$ cat src/rtl/move_entry_pkg.sv
// Shared encodings, cursor limits and FSM state type for the move-entry block.
// Also holds the cursor stepping and cell indexing helpers used by the top.
package move_entry_pkg;

  localparam logic [1:0] GS_PLAYING = 2'b00;
  localparam logic [1:0] GS_WIN_A   = 2'b01;
  localparam logic [1:0] GS_WIN_B   = 2'b10;
  localparam logic [1:0] GS_DRAW    = 2'b11;

  localparam logic [1:0] CURSOR_MIN = 2'd1;
  localparam logic [1:0] CURSOR_MAX = 2'd3;

  typedef logic [1:0] state_t;
  localparam state_t ST_IDLE  = 2'd0;
  localparam state_t ST_ISSUE = 2'd1;
  localparam state_t ST_HOLD  = 2'd2;

  // Opposing events in the same cycle cancel out.
  function automatic logic [1:0] cursor_step(input logic [1:0] pos, input logic dec, input logic inc);
    logic [1:0] nxt;
    nxt = pos;
    if (inc && !dec) begin
      nxt = (pos == CURSOR_MAX) ? CURSOR_MIN : pos + 2'd1;
    end else if (dec && !inc) begin
      nxt = (pos == CURSOR_MIN) ? CURSOR_MAX : pos - 2'd1;
    end else begin
      nxt = pos;
    end
    return nxt;
  endfunction

  function automatic logic [3:0] cell_index(input logic [1:0] row, input logic [1:0] col);
    logic [3:0] r0;
    logic [3:0] c0;
    r0 = {2'b00, row} - 4'd1;
    c0 = {2'b00, col} - 4'd1;
    return (r0 * 4'd3) + c0;
  endfunction

endpackage

$ cat src/rtl/btn_debounce.sv
// One push-button front end: 2-flop synchronizer, saturating debouncer and
// a registered single-cycle press pulse on the accepted 0->1 transition.
module btn_debounce #(
  parameter int DEBOUNCE_CYCLES = 16
) (
  input  logic clk,
  input  logic reset,
  input  logic btn_i,
  output logic press_o
);

  localparam int CW = $clog2(DEBOUNCE_CYCLES + 1);
  localparam logic [CW-1:0] CNT_ZERO = {CW{1'b0}};
  localparam logic [CW-1:0] CNT_LAST = CW'(DEBOUNCE_CYCLES - 1);
  localparam logic [CW-1:0] CNT_MAX  = CW'(DEBOUNCE_CYCLES);

  logic          sync1_q, sync2_q;
  logic          level_q, level_d;
  logic          press_q, press_d;
  logic [CW-1:0] cnt_q, cnt_d;

  // Count consecutive samples that disagree with the accepted level.
  always_comb begin
    level_d = level_q;
    cnt_d   = CNT_ZERO;
    press_d = 1'b0;
    if (sync2_q != level_q) begin
      if (cnt_q >= CNT_LAST) begin
        level_d = sync2_q;
        cnt_d   = CNT_ZERO;
        press_d = sync2_q;
      end else if (cnt_q != CNT_MAX) begin
        cnt_d = cnt_q + CW'(1);
      end else begin
        cnt_d = cnt_q;
      end
    end else begin
      cnt_d = CNT_ZERO;
    end
  end

  always_ff @(posedge clk) begin
    if (reset) begin
      sync1_q <= 1'b0;
      sync2_q <= 1'b0;
      level_q <= 1'b0;
      cnt_q   <= CNT_ZERO;
      press_q <= 1'b0;
    end else begin
      sync1_q <= btn_i;
      sync2_q <= sync1_q;
      level_q <= level_d;
      cnt_q   <= cnt_d;
      press_q <= press_d;
    end
  end

  assign press_o = press_q;

endmodule

$ cat src/rtl/move_entry.sv
// Cursor navigation and move issue for a 3x3 board driven by five buttons.
// A move accepted together with a cursor event is issued at the old cursor;
// the cursor step is parked and applied when the move sequence finishes.
module move_entry
  import move_entry_pkg::*;
#(
  parameter int DEBOUNCE_CYCLES = 16
) (
  input  logic       clk,
  input  logic       reset,
  input  logic       btn_up,
  input  logic       btn_down,
  input  logic       btn_left,
  input  logic       btn_right,
  input  logic       btn_place,
  input  logic [8:0] valid,
  input  logic [1:0] game_state,
  output logic [1:0] row,
  output logic [1:0] col,
  output logic       set,
  output logic       reject
);

  logic ev_up, ev_down, ev_left, ev_right, ev_place;

  btn_debounce #(.DEBOUNCE_CYCLES(DEBOUNCE_CYCLES)) u_db_up    (.clk(clk), .reset(reset), .btn_i(btn_up),    .press_o(ev_up));
  btn_debounce #(.DEBOUNCE_CYCLES(DEBOUNCE_CYCLES)) u_db_down  (.clk(clk), .reset(reset), .btn_i(btn_down),  .press_o(ev_down));
  btn_debounce #(.DEBOUNCE_CYCLES(DEBOUNCE_CYCLES)) u_db_left  (.clk(clk), .reset(reset), .btn_i(btn_left),  .press_o(ev_left));
  btn_debounce #(.DEBOUNCE_CYCLES(DEBOUNCE_CYCLES)) u_db_right (.clk(clk), .reset(reset), .btn_i(btn_right), .press_o(ev_right));
  btn_debounce #(.DEBOUNCE_CYCLES(DEBOUNCE_CYCLES)) u_db_place (.clk(clk), .reset(reset), .btn_i(btn_place), .press_o(ev_place));

  state_t     state_q, state_d;
  logic [1:0] row_q, row_d, col_q, col_d;
  logic [1:0] pend_row_q, pend_row_d, pend_col_q, pend_col_d;
  logic       set_q, set_d, reject_q, reject_d;
  logic [1:0] mv_row_s, mv_col_s;
  logic       place_ok_s;

  assign mv_row_s   = cursor_step(row_q, ev_up, ev_down);
  assign mv_col_s   = cursor_step(col_q, ev_left, ev_right);
  assign place_ok_s = (game_state == GS_PLAYING) && !valid[cell_index(row_q, col_q)];

  // Only IDLE consumes events; ISSUE and HOLD freeze the cursor.
  always_comb begin
    state_d    = state_q;
    row_d      = row_q;
    col_d      = col_q;
    pend_row_d = pend_row_q;
    pend_col_d = pend_col_q;
    reject_d   = 1'b0;
    case (state_q)
      ST_IDLE: begin
        if (ev_place && place_ok_s) begin
          state_d    = ST_ISSUE;
          pend_row_d = mv_row_s;
          pend_col_d = mv_col_s;
        end else begin
          row_d    = mv_row_s;
          col_d    = mv_col_s;
          reject_d = ev_place;
        end
      end
      ST_ISSUE: state_d = ST_HOLD;
      ST_HOLD: begin
        state_d = ST_IDLE;
        row_d   = pend_row_q;
        col_d   = pend_col_q;
      end
      default: state_d = ST_IDLE;
    endcase
    set_d = (state_d == ST_ISSUE);
  end

  always_ff @(posedge clk) begin
    if (reset) begin
      state_q    <= ST_IDLE;
      row_q      <= CURSOR_MIN;
      col_q      <= CURSOR_MIN;
      pend_row_q <= CURSOR_MIN;
      pend_col_q <= CURSOR_MIN;
      set_q      <= 1'b0;
      reject_q   <= 1'b0;
    end else begin
      state_q    <= state_d;
      row_q      <= row_d;
      col_q      <= col_d;
      pend_row_q <= pend_row_d;
      pend_col_q <= pend_col_d;
      set_q      <= set_d;
      reject_q   <= reject_d;
    end
  end

  assign row    = row_q;
  assign col    = col_q;
  assign set    = set_q;
  assign reject = reject_q;

endmodule

$ cat config.mk
export PLATFORM = sky130hd
export DESIGN_NAME = move_entry
export DESIGN_NICKNAME = d
export VERILOG_FILES = /design/src/rtl/move_entry_pkg.sv /design/src/rtl/btn_debounce.sv /design/src/rtl/move_entry.sv
export SDC_FILE = /design/constraint.sdc
export NUM_CORES = 1
export LEC_CHECK = 0
export ABC_CLOCK_PERIOD_IN_PS = 3470
export CORE_ASPECT_RATIO = 1.25
export CORE_MARGIN = 5
export CORE_UTILIZATION = 55
export CTS_BUF_LIST = sky130_fd_sc_hd__clkbuf_2
export CTS_CLUSTER_SIZE = 14
export DETAILED_ROUTE_END_ITERATION = 10
export GPL_ROUTABILITY_DRIVEN = 0
export HOLD_SLACK_MARGIN = 0.06
export MAX_ROUTING_LAYER = met4
export PLACE_DENSITY = 0.76
export SETUP_SLACK_MARGIN = 0.1
export SLEW_MARGIN = 40
export SYNTH_ARGS = -nofsm -noshare
export SYNTH_HDL_FRONTEND = slang
export SYNTH_HIERARCHICAL = 1
export SYNTH_SLANG_ARGS = --single-unit
$ cat constraint.sdc
create_clock -name clk -period 3.47 [get_ports clk]
set_input_delay 0.5205 -clock clk [delete_from_list [all_inputs] [get_ports clk]]
set_output_delay 0.5205 -clock clk [all_outputs]
set_load 0.05 [all_outputs]
[Word level (Yosys, flattened, before mapping)]
Cells that the tools add are included.
Word-level totals
  output and inout bits: 6
  flip-flop bits (word level): 57
Operators by class
  equal/unequal tests: 18
  reduce and logical (&&, ||, !) cells: 32
  bitwise operators: 11
  order comparisons: 6
  multipliers: 1
  mux-type cells: 16
  add/sub/neg operators: 12
Operators by type and width (number)
  $reduce_or A3 Y1: 11
  $add A5 B1 Y5 const B: 5
  $ge A5 B4 Y1 const B: 5
  $ne A5 B5 Y1 const B: 5
  $mux W2: 11
  $reduce_and A2 Y1: 7
  $pmux W2 S2: 3
  $not A1 Y1: 11
  $eq A2 B1 Y1 const B: 4
  $eq A2 B2 Y1 const B: 3
  $logic_and A1 B1 Y1: 6
  $sub A2 B1 Y3 const B: 2
  $logic_not A1 Y1: 5
  $lt A4 B5 Y1 const B: 1
  $ne A1 B1 Y1: 5
  $add A2 B1 Y2 const B: 2
  $add A4 B4 Y4: 1
  $bmux W1 S4: 1
  $logic_not A2 Y1: 2
  $mul A4 B2 Y4 const B: 1
  $sub A2 B1 Y2 const B: 2
  $ne A2 B2 Y1 const B: 1
  $reduce_bool A2 Y1: 1
  $mux W1: 1

[Logic depth before layout (Yosys ltp)]
Gate-level depths: netlist of run 1.
  depth in word-level cells: 11
  gate-level depth with buffers: 12
  depth with buffers taken out: 12

[By module]
The synthesis of run 1 kept the hierarchy.
By module, submodules not included
  btn_debounce: cells each 38, area an instance 399.1 um^2, times used 5
  move_entry: cells each 102, area an instance 988.4 um^2, times used 1

[Worst setup path before layout of run 1]
Ideal clock, no wire load.
  path type: flip-flop to flip-flop
  start: register row_q[0], in the netlist row[0]
  end: register pend_col_q[0]
  arrival: 3.255 ns
  clock period less this slack: 3.374 ns
  library setup time: 0.120 ns
  setup slack: 0.096 ns
  cell stages (with the launch flop): 13
  cells stage by stage: dfxtp_1 > inv_1 > ha_1 > xnor2_1 > xnor2_1 > ha_1 > inv_1 > fa_1 > xnor2_2 > xor2_1 > nand3_2 > and2_4 > a211o_1
Between the ends
  word-level cells in the longest chain between the ends: 9
RTL lines
  start, declared: line move_entry.sv:33  | logic [1:0] row_q, row_d, col_q, col_d;
  start signal, assigned: line move_entry.sv:85  | row_q <= row_d;
  $sub A2 B1 Y3: line move_entry_pkg.sv:35  | r0 = {2'b00, row} - 4'd1;
  $mul A4 B2 Y4: line move_entry_pkg.sv:37  | return (r0 * 4'd3) + c0;
  $add A4 B4 Y4: line move_entry_pkg.sv:37
  $bmux W1 S4: line move_entry.sv:41  | assign place_ok_s = (game_state == GS_PLAYING) && !valid[cell_index(row_q, col_q)];
  $mux W1 (implied by the code): line move_entry.sv:41
  $logic_not A1 Y1: line move_entry.sv:41
  $logic_and A1 B1 Y1: line move_entry.sv:41
  $logic_and A1 B1 Y1: line move_entry.sv:53  | if (ev_place && place_ok_s) begin
  $reduce_and A2 Y1 (no source line)
  end signal, assigned: line move_entry.sv:88  | pend_col_q <= pend_col_d;
  end, declared: line move_entry.sv:34  | logic [1:0] pend_row_q, pend_row_d, pend_col_q, pend_col_d;
No other way between the ends. The select of a mux whose other input is x is not followed.
A chain may end at the register's enable or synchronous reset.

[Final worst setup path of run 1]
  start: register row_q[1], in the netlist row[1]
  end: register pend_col_q[0]
Same word-level chain as after synthesis.

==> metrics.txt, run 1 <==
# TYPE chip_impl_metric gauge
chip_impl_metric{name="finalSetupTns",unit="ns"} 0
chip_impl_metric{name="drc",unit=""} 0
chip_impl_info{name="timing.critical_path.to_type",value="flop"} 1
chip_impl_metric{name="rows",unit=""} 30
chip_impl_metric{name="wl_per_cell",unit="um"} 12.6
chip_impl_metric{name="vdd_drop_max",unit="uV"} 217
chip_impl_metric{name="netlist-cell-type-count",unit=""} 40
chip_impl_metric{name="die_height",unit="um"} 92.4
chip_impl_info{name="final_common_cell",value="dfxtp_1"} 1
chip_impl_info{name="rsz0062_at_grt",value="yes"} 1
chip_impl_metric{name="ys_ff_latch",unit=""} 57
chip_impl_metric{name="grt_use_total",unit=""} 0.159
chip_impl_metric{name="layout.nets",unit=""} 370
chip_impl_metric{name="antenna-diode-count",unit=""} 0
chip_impl_metric{name="detailedRoute.firstPassIterationCount",unit=""} 4
chip_impl_metric{name="syn_area",unit="um2"} 2980
chip_impl_metric{name="clock_sinks",unit=""} 57
chip_impl_metric{name="synthesis.nets",unit=""} 338
chip_impl_metric{name="final.fill_count",unit=""} 471
chip_impl_metric{name="min_period",unit="ns"} 3.14
chip_impl_metric{name="rrSetupSlack",unit="ns"} 0.33
chip_impl_metric{name="cts.reportedPaths.clkPinSlew",unit="ns"} 0.15
chip_impl_info{name="synth_top_family_by_area",value="simple AND/OR/NAND/NOR gates"} 1
chip_impl_metric{name="cts_inserted_buffers",unit=""} 9
chip_impl_info{name="most_instantiated_flip_flop_cell_in_the_synthesis_netlist",value="dfxtp_1"} 1
chip_impl_info{name="rr_endpoint",value="pend_col_q[0]"} 1
chip_impl_info{name="cts.root.buffer_cell",value="clkbuf_2"} 1
chip_impl_metric{name="compound_cell_area_share_of_the_yosys_netlist",unit=""} 0.0646
chip_impl_metric{name="post_cts_resized",unit=""} 0
chip_impl_metric{name="routed-via-count",unit=""} 2099
chip_impl_metric{name="synth-edff-count",unit=""} 0
chip_impl_metric{name="layout_worst_path_cycle_share",unit=""} 0.906
chip_impl_metric{name="grt_start_max_net_pins",unit=""} 27
chip_impl_metric{name="timing.critical_path.fanout_max",unit=""} 9
chip_impl_metric{name="use_met2",unit=""} 0.252
chip_impl_metric{name="yosysWarningCount",unit=""} 6
chip_impl_metric{name="clk_latency",unit="ns"} 0.46
chip_impl_metric{name="grt_pass1_vias",unit=""} 2014
chip_impl_info{name="timing.critical_path.from_type",value="flop"} 1
chip_impl_metric{name="fp.dieW",unit="um"} 75.9
chip_impl_metric{name="grt_overflow_total",unit=""} 0
chip_impl_metric{name="power.density_cell_area",unit="nW/um2"} 329
chip_impl_metric{name="timing.slew.headroom",unit=""} 0.648
chip_impl_metric{name="grt.met3_usage",unit=""} 0.0391
chip_impl_metric{name="post_synth_mux_area_share",unit=""} 0.0646
chip_impl_metric{name="start_util",unit=""} 0.556
chip_impl_metric{name="worst_pin_slew",unit="ns"} 0.521
chip_impl_metric{name="final_antenna_net_count",unit=""} 0
chip_impl_metric{name="max-clock-path-buffers",unit=""} 2
chip_impl_metric{name="floorplan.io_pins",unit=""} 24
chip_impl_metric{name="worst_ep_required_time",unit="ns"} 3.84
chip_impl_metric{name="reg2regPathDepth",unit=""} 12
chip_impl_info{name="timing.hold.worst_endpoint",value="u_db_place/sync2_q"} 1
chip_impl_info{name="layout.cells.most_common_list",value="56 x dfxtp_1, 27 x nor2_1, 27 x ha_1"} 1
chip_impl_info{name="grt.busiest_layer",value="met2"} 1
chip_impl_metric{name="multi_input_comb_area",unit="um2"} 1730
chip_impl_metric{name="final.setup_skew",unit="ns"} 0.0240
chip_impl_metric{name="post_synth_and_or_nand_nor_area_fraction",unit=""} 0.262
chip_impl_info{name="holdCritPathClass",value="reg2reg"} 1
chip_impl_metric{name="worst_hold_slack",unit="ns"} 0.458
chip_impl_metric{name="grt_pass1_wl",unit="mm"} 8.32
chip_impl_info{name="outcome",value="completed"} 1
chip_impl_metric{name="flow.area_growth_from_synthesis",unit="%"} 13.4
chip_impl_metric{name="first_iter_violations",unit=""} 108
chip_impl_metric{name="finalMaxSlewViolations",unit=""} 0
chip_impl_metric{name="maximum_clock_frequency",unit="GHz"} 0.318
chip_impl_metric{name="syn-mean-instance-area",unit="um2"} 10.2
chip_impl_metric{name="netlist_instances",unit=""} 292
chip_impl_metric{name="port_buffers",unit=""} 23
chip_impl_metric{name="avgViaCountPerCell",unit=""} 5.34
chip_impl_metric{name="synth_sequential_area_ratio",unit=""} 0.382
chip_impl_metric{name="crit_arrival",unit="ns"} 3.51
chip_impl_metric{name="final-hold-violation-count",unit=""} 0
chip_impl_info{name="min_delay_startpoint",value="u_db_place/sync1_q"} 1
chip_impl_metric{name="hpwl_dp",unit="mm"} 3.77
chip_impl_metric{name="synthXorXnorAreaFrac",unit=""} 0.0671
chip_impl_metric{name="synth-async-reset-ratio",unit=""} 0
chip_impl_metric{name="whs_path_depth",unit=""} 1
chip_impl_info{name="criticalPathCategory",value="reg2reg"} 1
chip_impl_metric{name="synth_fa_ha_area_frac",unit=""} 0.120
chip_impl_metric{name="cts.repair_timing.setup_buffer_count",unit=""} 0
chip_impl_metric{name="post-route-worst-setup-slack",unit="ns"} 0.328
chip_impl_metric{name="static-leakage-power",unit="nW"} 1.27
chip_impl_metric{name="final_setup_violation_count",unit=""} 0
chip_impl_metric{name="seq_area",unit="um2"} 1140
chip_impl_metric{name="ctsHtreeMaxLevel",unit=""} 3
chip_impl_info{name="regToRegStartpoint",value="row[1]"} 1
chip_impl_metric{name="core_region_area",unit="um2"} 5370
chip_impl_info{name="tritoncts",value="done"} 1
chip_impl_metric{name="layout-drive-gt1-share",unit=""} 0.161
chip_impl_metric{name="placement.setup.worst_slack",unit="ns"} 0.334
chip_impl_metric{name="grt_use_met1",unit=""} 0.177
chip_impl_metric{name="max_cap_violations",unit=""} 0
chip_impl_metric{name="design.die.area",unit="um2"} 7010
chip_impl_metric{name="postCtsHoldBufs",unit=""} 0
chip_impl_metric{name="finalWirelength",unit="mm"} 4.93
chip_impl_metric{name="final_util",unit=""} 0.630
chip_impl_metric{name="grt_antenna_before_repair",unit=""} 0
## how the worst max path moves through the flow
stage            from            end  cells after the start
3_3_place_gp   row[1]  pend_row_q[0]                     12
6_report       row[1]  pend_col_q[0]                     12
2_1_floorplan  col[0]  pend_col_q[0]                     12
3_5_place_dp   row[1]  pend_col_q[0]                     12
4_1_cts        row[1]  pend_col_q[0]                     12
5_1_grt        row[1]  pend_row_q[0]                     12
## state kept, by name (all words and copies together), names as in the netlist, 2 cells and up
| signal | flops |
|---|---|
| u_db_right/cnt_q | 5 |
| u_db_left/cnt_q | 5 |
| state_q | 2 |
| u_db_place/cnt_q | 5 |
| u_db_up/cnt_q | 5 |
| pend_col_q | 2 |
| col | 2 |
| pend_row_q | 2 |
| row | 2 |
| u_db_down/cnt_q | 5 |
## stage by stage
stage	cells	power [mW]	area, um2
after floorplan	292	0.702	2990
after global placement	377	0.731	3280
after detailed placement	377	0.733	3280
after CTS	393	1.13	3390
after global routing	393	1.17	3380
final	393	1.11	3380
## report_power, final
group	switching, mW	internal (mW)
sequential	0.00390	0.662
clock	0.225	0.172
combinational	0.0206	0.0309
total	0.250	0.864
## cells by family (layout without fill, tap and decap cells)
kind of cell / Yosys count / after routing
muxes: 18 / 18
adders and majority gates: 28 / 28
and+or+nand+nor: 108 / 108
DFF: 57 / 57
buffers and inverters: 29 / 66
xor gates and xnor gates: 22 / 22
AOI/OAI and AO/OA: 30 / 30
## cell type report
type                       instances  share of cell area
timing repair buffer              24              0.0688
multi-input combinational        206               0.510
tap                               64              0.0237
sequential                        57               0.338
clock buffer                      12              0.0178
clock inverter                     4              0.0129
inverter                          26              0.0288
## critical path, cell delays in order, from the launching register on
cell	delay, ns
dfxtp_1	0.50
inv_1	0.10
ha_1	0.31
xnor2_1	0.19
xnor2_1	0.15
ha_1	0.16
inv_1	0.04
fa_1	0.40
xnor2_2	0.20
xor2_1	0.34
nand3_2	0.17
and2_4	0.19
a211o_1	0.28
## routing by layer
layer,wire length [um],share of wire
met1,2180,0.44
met2,2380,0.48
met3,270,0.055
met4,108,0.022
met5,0,0
## synth_stat cells (4+ instances only)
library cell,n,share of area
dfxtp_1,57,0.38
ha_1,27,0.11
nor2_1,27,0.034
inv_1,26,0.033
xnor2_1,18,0.053
mux2i_1,17,0.057
nor3_1,12,0.020
a21oi_1,11,0.018
nor2b_1,11,0.023
nand2b_1,10,0.021
a31oi_1,6,0.013
nand3b_1,6,0.015
and3_2,5,0.013
and4_4,5,0.019
and4bb_4,5,0.027
nor3_2,5,0.017
or4b_4,5,0.023
o211ai_1,4,0.010
No activity file was read; power rests on OpenSTA's default activity.
==> run 2: changes to the inputs <==
CTS_CLUSTER_SIZE = unset   (was 14)
==> results of run 2 <==
Same layout as run 1: the final DEF is identical, and so are final timing and power.
